==> config.mk <==
export PLATFORM = sky130hd
export DESIGN_NAME = led_blink_ctrl
export DESIGN_NICKNAME = d
export VERILOG_FILES = /design/src/rtl/led_blink_ctrl.sv
export SDC_FILE = /design/constraint.sdc
export NUM_CORES = 1
export LEC_CHECK = 0
export CAP_MARGIN = 20
export CELL_PAD_IN_SITES_DETAIL_PLACEMENT = 1
export CELL_PAD_IN_SITES_GLOBAL_PLACEMENT = 1
export CORE_ASPECT_RATIO = 0.8
export CORE_MARGIN = 5
export CORE_UTILIZATION = 51
export CTS_BUF_LIST = sky130_fd_sc_hd__clkbuf_16
export DETAILED_ROUTE_END_ITERATION = 10
export PLACE_DENSITY_LB_ADDON = 0.1
export SYNTH_ARGS = -nofsm -noshare
export SYNTH_HDL_FRONTEND = slang
export SYNTH_SLANG_ARGS = --single-unit
==> constraint.sdc <==
create_clock -name clk -period 3.9 [get_ports clk]
set_input_delay 1.17 -clock clk [delete_from_list [all_inputs] [get_ports clk]]
set_output_delay 1.17 -clock clk [all_outputs]
set_load 0.1 [all_outputs]
==> src/rtl/led_blink_ctrl.sv <==
// LED blink and LED-matrix row scanner.
// A free-running blink counter toggles led_fpga. A four-state serial engine
// shifts one 8-bit row pattern MSB first into an external 74HC595-style
// register, pulses the storage latch, updates the row select and holds the
// row before moving on to the next one. Every output comes straight from a
// flop. The flop values are computed from the next state, so the outputs
// stay aligned with the state that is currently active.
module led_blink_ctrl #(
    parameter int CNT_MAX  = 25_000_000,
    parameter int SCK_DIV  = 4,
    parameter int ROW_HOLD = 1000
) (
    input  logic       clk,
    input  logic       reset_n,   // active-high synchronous reset, despite the name
    output logic       led_fpga,
    output logic [2:0] ledm_sel,
    output logic       sp_clk,
    output logic       sp_dat,
    output logic       sp_ratch
);

    localparam int PH_MAX = (SCK_DIV > ROW_HOLD) ? SCK_DIV : ROW_HOLD;
    localparam int PH_W   = $clog2(PH_MAX + 1);
    localparam int CNT_W  = $clog2(CNT_MAX + 1);

    localparam logic [PH_W-1:0]  SCK_LAST   = PH_W'(SCK_DIV - 1);
    localparam logic [PH_W-1:0]  HOLD_LAST  = PH_W'(ROW_HOLD - 1);
    localparam logic [CNT_W-1:0] BLINK_LAST = CNT_W'(CNT_MAX - 1);

    typedef enum logic [1:0] {
        ST_IDLE,
        ST_SHIFT,
        ST_LATCH,
        ST_HOLD
    } state_t;

    state_t            state_q, state_d;
    logic [PH_W-1:0]   ph_cnt_q, ph_cnt_d;
    logic [2:0]        bit_cnt_q, bit_cnt_d;
    logic              half_q, half_d;        // 0: sp_clk low phase, 1: high phase
    logic [7:0]        shreg_q, shreg_d;
    logic [2:0]        row_q, row_d;
    logic [CNT_W-1:0]  blink_cnt_q, blink_cnt_d;
    logic              led_q, led_d;
    logic [2:0]        ledm_sel_q, ledm_sel_d;
    logic              sp_clk_q, sp_clk_d;
    logic              sp_dat_q, sp_dat_d;
    logic              sp_ratch_q, sp_ratch_d;

    // Blink counter: wrap at CNT_MAX-1 and toggle the LED on the same edge
    always_comb begin
        blink_cnt_d = blink_cnt_q + CNT_W'(1);
        led_d       = led_q;
        if (blink_cnt_q == BLINK_LAST) begin
            blink_cnt_d = '0;
            led_d       = ~led_q;
        end
    end

    // Serial engine next state; the row pattern is sampled only in IDLE,
    // so a blink toggle mid-frame waits for the next row
    always_comb begin
        state_d   = state_q;
        ph_cnt_d  = ph_cnt_q + PH_W'(1);
        bit_cnt_d = bit_cnt_q;
        half_d    = half_q;
        shreg_d   = shreg_q;
        row_d     = row_q;
        case (state_q)
            ST_IDLE: begin
                shreg_d   = led_q ? (8'h80 >> row_q) : 8'h00;
                bit_cnt_d = 3'd7;
                half_d    = 1'b0;
                ph_cnt_d  = '0;
                state_d   = ST_SHIFT;
            end
            ST_SHIFT: begin
                if (ph_cnt_q == SCK_LAST) begin
                    ph_cnt_d = '0;
                    if (!half_q) begin
                        half_d = 1'b1;
                    end else begin
                        half_d = 1'b0;
                        if (bit_cnt_q == 3'd0) begin
                            state_d = ST_LATCH;
                        end else begin
                            bit_cnt_d = bit_cnt_q - 3'd1;
                            shreg_d   = {shreg_q[6:0], 1'b0};
                        end
                    end
                end
            end
            ST_LATCH: begin
                if (ph_cnt_q == SCK_LAST) begin
                    ph_cnt_d = '0;
                    state_d  = ST_HOLD;
                end
            end
            default: begin // ST_HOLD
                if (ph_cnt_q == HOLD_LAST) begin
                    ph_cnt_d = '0;
                    row_d    = row_q + 3'd1;
                    state_d  = ST_IDLE;
                end
            end
        endcase
    end

    // Output values derived from the state being entered, so the registered
    // outputs line up with it; data only moves at a bit boundary (clock low)
    always_comb begin
        sp_clk_d   = (state_d == ST_SHIFT) && half_d;
        sp_dat_d   = (state_d == ST_SHIFT) && shreg_d[7];
        sp_ratch_d = (state_d == ST_LATCH);
        ledm_sel_d = ledm_sel_q;
        if (state_q == ST_SHIFT && state_d == ST_LATCH) begin
            ledm_sel_d = row_q;
        end
    end

    // State and output registers; reset aborts any transfer on the next edge
    always_ff @(posedge clk) begin
        if (reset_n) begin
            state_q     <= ST_IDLE;
            ph_cnt_q    <= '0;
            bit_cnt_q   <= 3'd0;
            half_q      <= 1'b0;
            shreg_q     <= 8'h00;
            row_q       <= 3'd0;
            blink_cnt_q <= '0;
            led_q       <= 1'b0;
            ledm_sel_q  <= 3'd0;
            sp_clk_q    <= 1'b0;
            sp_dat_q    <= 1'b0;
            sp_ratch_q  <= 1'b0;
        end else begin
            state_q     <= state_d;
            ph_cnt_q    <= ph_cnt_d;
            bit_cnt_q   <= bit_cnt_d;
            half_q      <= half_d;
            shreg_q     <= shreg_d;
            row_q       <= row_d;
            blink_cnt_q <= blink_cnt_d;
            led_q       <= led_d;
            ledm_sel_q  <= ledm_sel_d;
            sp_clk_q    <= sp_clk_d;
            sp_dat_q    <= sp_dat_d;
            sp_ratch_q  <= sp_ratch_d;
        end
    end

    assign led_fpga = led_q;
    assign ledm_sel = ledm_sel_q;
    assign sp_clk   = sp_clk_q;
    assign sp_dat   = sp_dat_q;
    assign sp_ratch = sp_ratch_q;

endmodule

# == After elaboration in Yosys (flattened, before gate mapping) ==
# Index checks and enable logic that the tools add are counted.
# totals
regBits,59
inputBits,2
output_inout_bits,7
word_cells,62
# op_classes
n_addsub,4
eq_ne,10
shifts,1
muxes,21
bitwise,2
reduce_logical,11
# ops
cell,n
$mux 8,4
$add 25x1->25 const B,1
$eq 25x25->1 const B,1
$mux 10,2
$pmux 10 s2,1
$pmux 8 s2,1
$add 10x1->10 const B,1
$eq 10x10->1 const B,1
$eq 10x2->1 const B,1
$mux 2,5
$mux 3,3
$shr 8x3->8 const A,1
$ne 2x2->1 const B,3
$pmux 2 s3,1
$pmux 3 s2,1
$eq 2x1->1 const B,2
$eq 2x2->1 const B,2
$reduce_and 4->1,1
$reduce_or 2->1,2
$add 3x1->3 const B,1
$logic_and 1x1->1,3
$logic_not 3->1,1
$reduce_or 3->1,1
$sub 3x1->3 const B,1
6 further kinds,8

# == Depth between registers and ports, before layout ==
# logic_depth
ltp_word,7
depth_mapped,8
mapped_depth_nobuf,7

# == Worst setup path after synthesis ==
# No wires, ideal clock.
# synth_path
path_type,register to output
from,"reg led_q, in the netlist led_fpga"
to,out led_fpga
arrival_time_ps,989
required_ps,2730
slack_ps,1741
stages_incl_launch_ff,1
n_path_buf,0
cell_sequence,dfxtp_1
# synth_rtl
item,line,rtl
"start, declared",44,"logic led_q, led_d;"
"start signal, assigned",144,led_q <= led_d;
"end, declared",15,"output logic led_fpga,"
# No word-level cell between the ends.

# == Worst setup path in the final report ==
# layout_path
from,"reg ledm_sel_q[0], in the netlist ledm_sel[0]"
to,out ledm_sel[0]
# layout_rtl
item,line,rtl
"start, declared",45,"logic [2:0] ledm_sel_q, ledm_sel_d;"
"start signal, assigned",145,ledm_sel_q <= ledm_sel_d;
"end, declared",16,"output logic [2:0] ledm_sel,"
# No word-level cell between the ends.

==> flow_summary_export.csv <==
group,metric,value,unit
run_status,status,"finished clean",
synth,synth-main-ff-cell,"dfxtp_1",
die,core-area,5440,um^2
grt,grt_overflow_total,0,
critical_path,critPathMaxStageDelay,1.13,ns
synth,syn_area,2850,um^2
drt,drtIter0Drc,115,
cells_and_area,multi_input_area,1560,um^2
placed_design,gp_congestion,0.774,
run,cap_violations,0,
die,die_x,93.5,um
critical_path,crit_chain,"clkdlybuf4s50_1",
placed_design,io_buffers,8,
clock_tree,worstSkewPairLatency,0.33,ns
timing,fmax,337,MHz
timing,clock_skew,0.00679,ns
cells_and_area,fin_nets,337,
drt,vias_per_cell,5.46,
timing,relSlewSlack,0.348,
synth,synth.distinct_cells,49,
die,num_rows,24,
die,io_pins,9,
timing,period_minus_slack,2.97,ns
critical_path,crit_buf_inv,1,
synth,yosys_warnings,0,
synth,syn_inst,311,
clock_tree,cts_sinks,59,
synth,synth_edf_count,0,
drt,drtPass1Iterations,4,
critical_path,critPathMaxFanout,2,
cells_and_area,antenna_cells,0,
critical_path,cp-start-kind,"flip-flop",
power,power.density,416,nW/um^2
synth,synth_top_area_share,0.415,
drt,ant_nets,0,
synth,synth_largest_area_cell,"dfxtp_1",
drt,totalWireLength,6.28,mm
clock_tree,cts_tree,"done",
clock_tree,root_buffer,"clkbuf_16",
power,ir_worst_vdd,0.247,mV
cells_and_area,drive_gt1_frac,0.101,
grt,grt_pass1_vias,2296,
drt,drcViolationCount,0,
clock_tree,clockBufferDepth,2,
synth,ys_seq_elements,59,
synth,syn_nets,327,
placed_design,dp_hpwl,4.24,mm
cells_and_area,syn_to_final_growth,13.5,%
grt,antenna_found_initial,0,
clock_tree,holdBufCountCts,0,
clock_tree,post_cts_buffers,0,
timing,setup_viol,0,
die,die_y,76.8,um
clock_tree,cts_resized,0,
timing,finalCritPeriodShare,0.761,
clock_tree,cts.clk_slew.worst_paths,0.05,ns
clock_tree,numCtsBuffers,9,
min_path,hp-class,"reg2reg",
synth,yosysSeqAreaShare,0.415,
timing,drv_slew,0,
timing,finalSetupTns,0,ns
synth,synth.avg_cell_area,9.15,um^2
timing,worst_pin_slew,0.975,ns
drt,vias,2205,
drt,routedWlPerCell,15.5,um
clock_tree,h-tree-depth,3,
die,die-area,7180,um^2
grt,grt_max_degree,28,
die,initial_utilization,0.524,
timing,rsz0062_at_grt,"false",
critical_path,cp_top_family,"buffers and inverters",
cells_and_area,fill_cells,628,
cells_and_area,seq_area,1180,um^2
critical_path,end_kind,"output pin",
power,p_leak,1.14,nW
critical_path,cp_slowest_cell,"clkdlybuf4s50_1",
cells_and_area,fin_cells,404,
timing,hold-worst-slack,0.456,ns
timing,hold_viol,0,
grt,grtUsageTotal,0.189,
synth,synth.area.top_cells,"dfxtp_1 (41%), nor2_1 (7.1%), ha_1 (6.2%)",
placed_design,post-place-cells,388,
critical_path,cp.arrival,1.80,ns
grt,grt_pass1_wl,10.9,mm
critical_path,crit_required,2.73,ns
critical_path,critical_path_class,"reg2out",
synth,synthArstFlopShare,0,
per-layer routing:
layer | global-route usage | routed length [um] | up-vias
met4 | 0.0630 | 96 | 0
met2 | 0.287 | 2860 | 20
met3 | 0.0558 | 184 | 11
met5 | 0 | 0 | -
met1 | 0.255 | 3140 | 1081
li1 | - | - | 1093
final timing paths:
path,slack (ns),depth (start not counted),from,endpoint
worst max register to register,1.61,6,state_q[0]$_SDFF_PP0_,sp_dat$_SDFF_PP0_
worst min register to register,0.46,2,shreg_q[0]$_SDFFE_PP0P_,shreg_q[0]$_SDFFE_PP0P_
worst max-delay path,0.93,1,ledm_sel[0]$_SDFFE_PP0P_,ledm_sel[0]
worst min-delay path,0.46,2,shreg_q[0]$_SDFFE_PP0P_,shreg_q[0]$_SDFFE_PP0P_
cell usage in the layout, fill, tap and decap left out, types with 3 or more instances in the layout:
master,n
a22oi_1,6
ha_1,14
xnor2_1,17
and2_1,3
nand2b_1,8
dfxtp_1,59
clkbuf_16,9
mux2i_1,4
and3_1,6
nor2_1,54
clkdlybuf4s50_1,7
nand3_1,20
inv_1,17
a21oi_1,9
nand2_1,13
xor2_1,18
nor3_2,3
nand4_1,15
final cells by class:
type,count,share of cell area
timing repair buffer,9,0.0263
clock buffer,9,0.0697
tap,78,0.0302
sequential,59,0.366
multi-input combinational,228,0.483
clock inverter,7,0.00891
inverter,14,0.0163
cell families after synthesis:
family                     Yosys count  synth area share
adders and majority gates           14            0.0615
muxes                                4            0.0141
DFF                                 59             0.415
and+or+nand+nor                    146             0.285
AOI/OAI and AO/OA                   29            0.0800
buffers and inverters               24            0.0369
xor gates and xnor gates            35             0.108
sequential cells by signal, indices dropped and copies added, names as in the netlist:
name / cells
ph_cnt_q: 10
half_q: 1
bit_cnt_q: 3
ledm_sel: 3
led_fpga: 1
sp_dat: 1
shreg_q: 8
state_q: 2
sp_clk: 1
row_q: 3
sp_ratch: 1
blink_cnt_q: 25
Yosys cell counts, drive strengths merged (2+ instances only):
cell type / instances
and3: 7
or4: 2
a211oi: 3
nor4: 6
nor3: 3
buf: 6
and2: 3
nor4b: 2
or3: 2
nand2: 13
inv: 14
ha: 14
nand2b: 8
mux2i: 4
nand3: 21
a21oi: 10
or2: 4
and4: 2
xnor2: 17
clkbuf: 4
dfxtp: 59
a22oi: 6
o21ai: 2
nand4: 15
a221oi: 2
nor2: 55
xor2: 18
through the flow:
stage	total power [mW]	utilization	setup slack, ns	cell area [um^2]
detailed placement	0.684	0.548	1.19	2980
finish	1.34	0.594	0.932	3230
global placement	0.681	0.548	1.25	2980
global route	1.39	0.594	0.891	3230
CTS	1.36	0.594	0.918	3230
floorplan	0.672	-	1.74	2850
where the power goes:
group | internal, mW | switching (mW)
registers | 0.612 | 0.00816
logic | 0.0184 | 0.0337
clock network | 0.414 | 0.259
total | 1.04 | 0.300
Power figures use the tool's default switching activity.
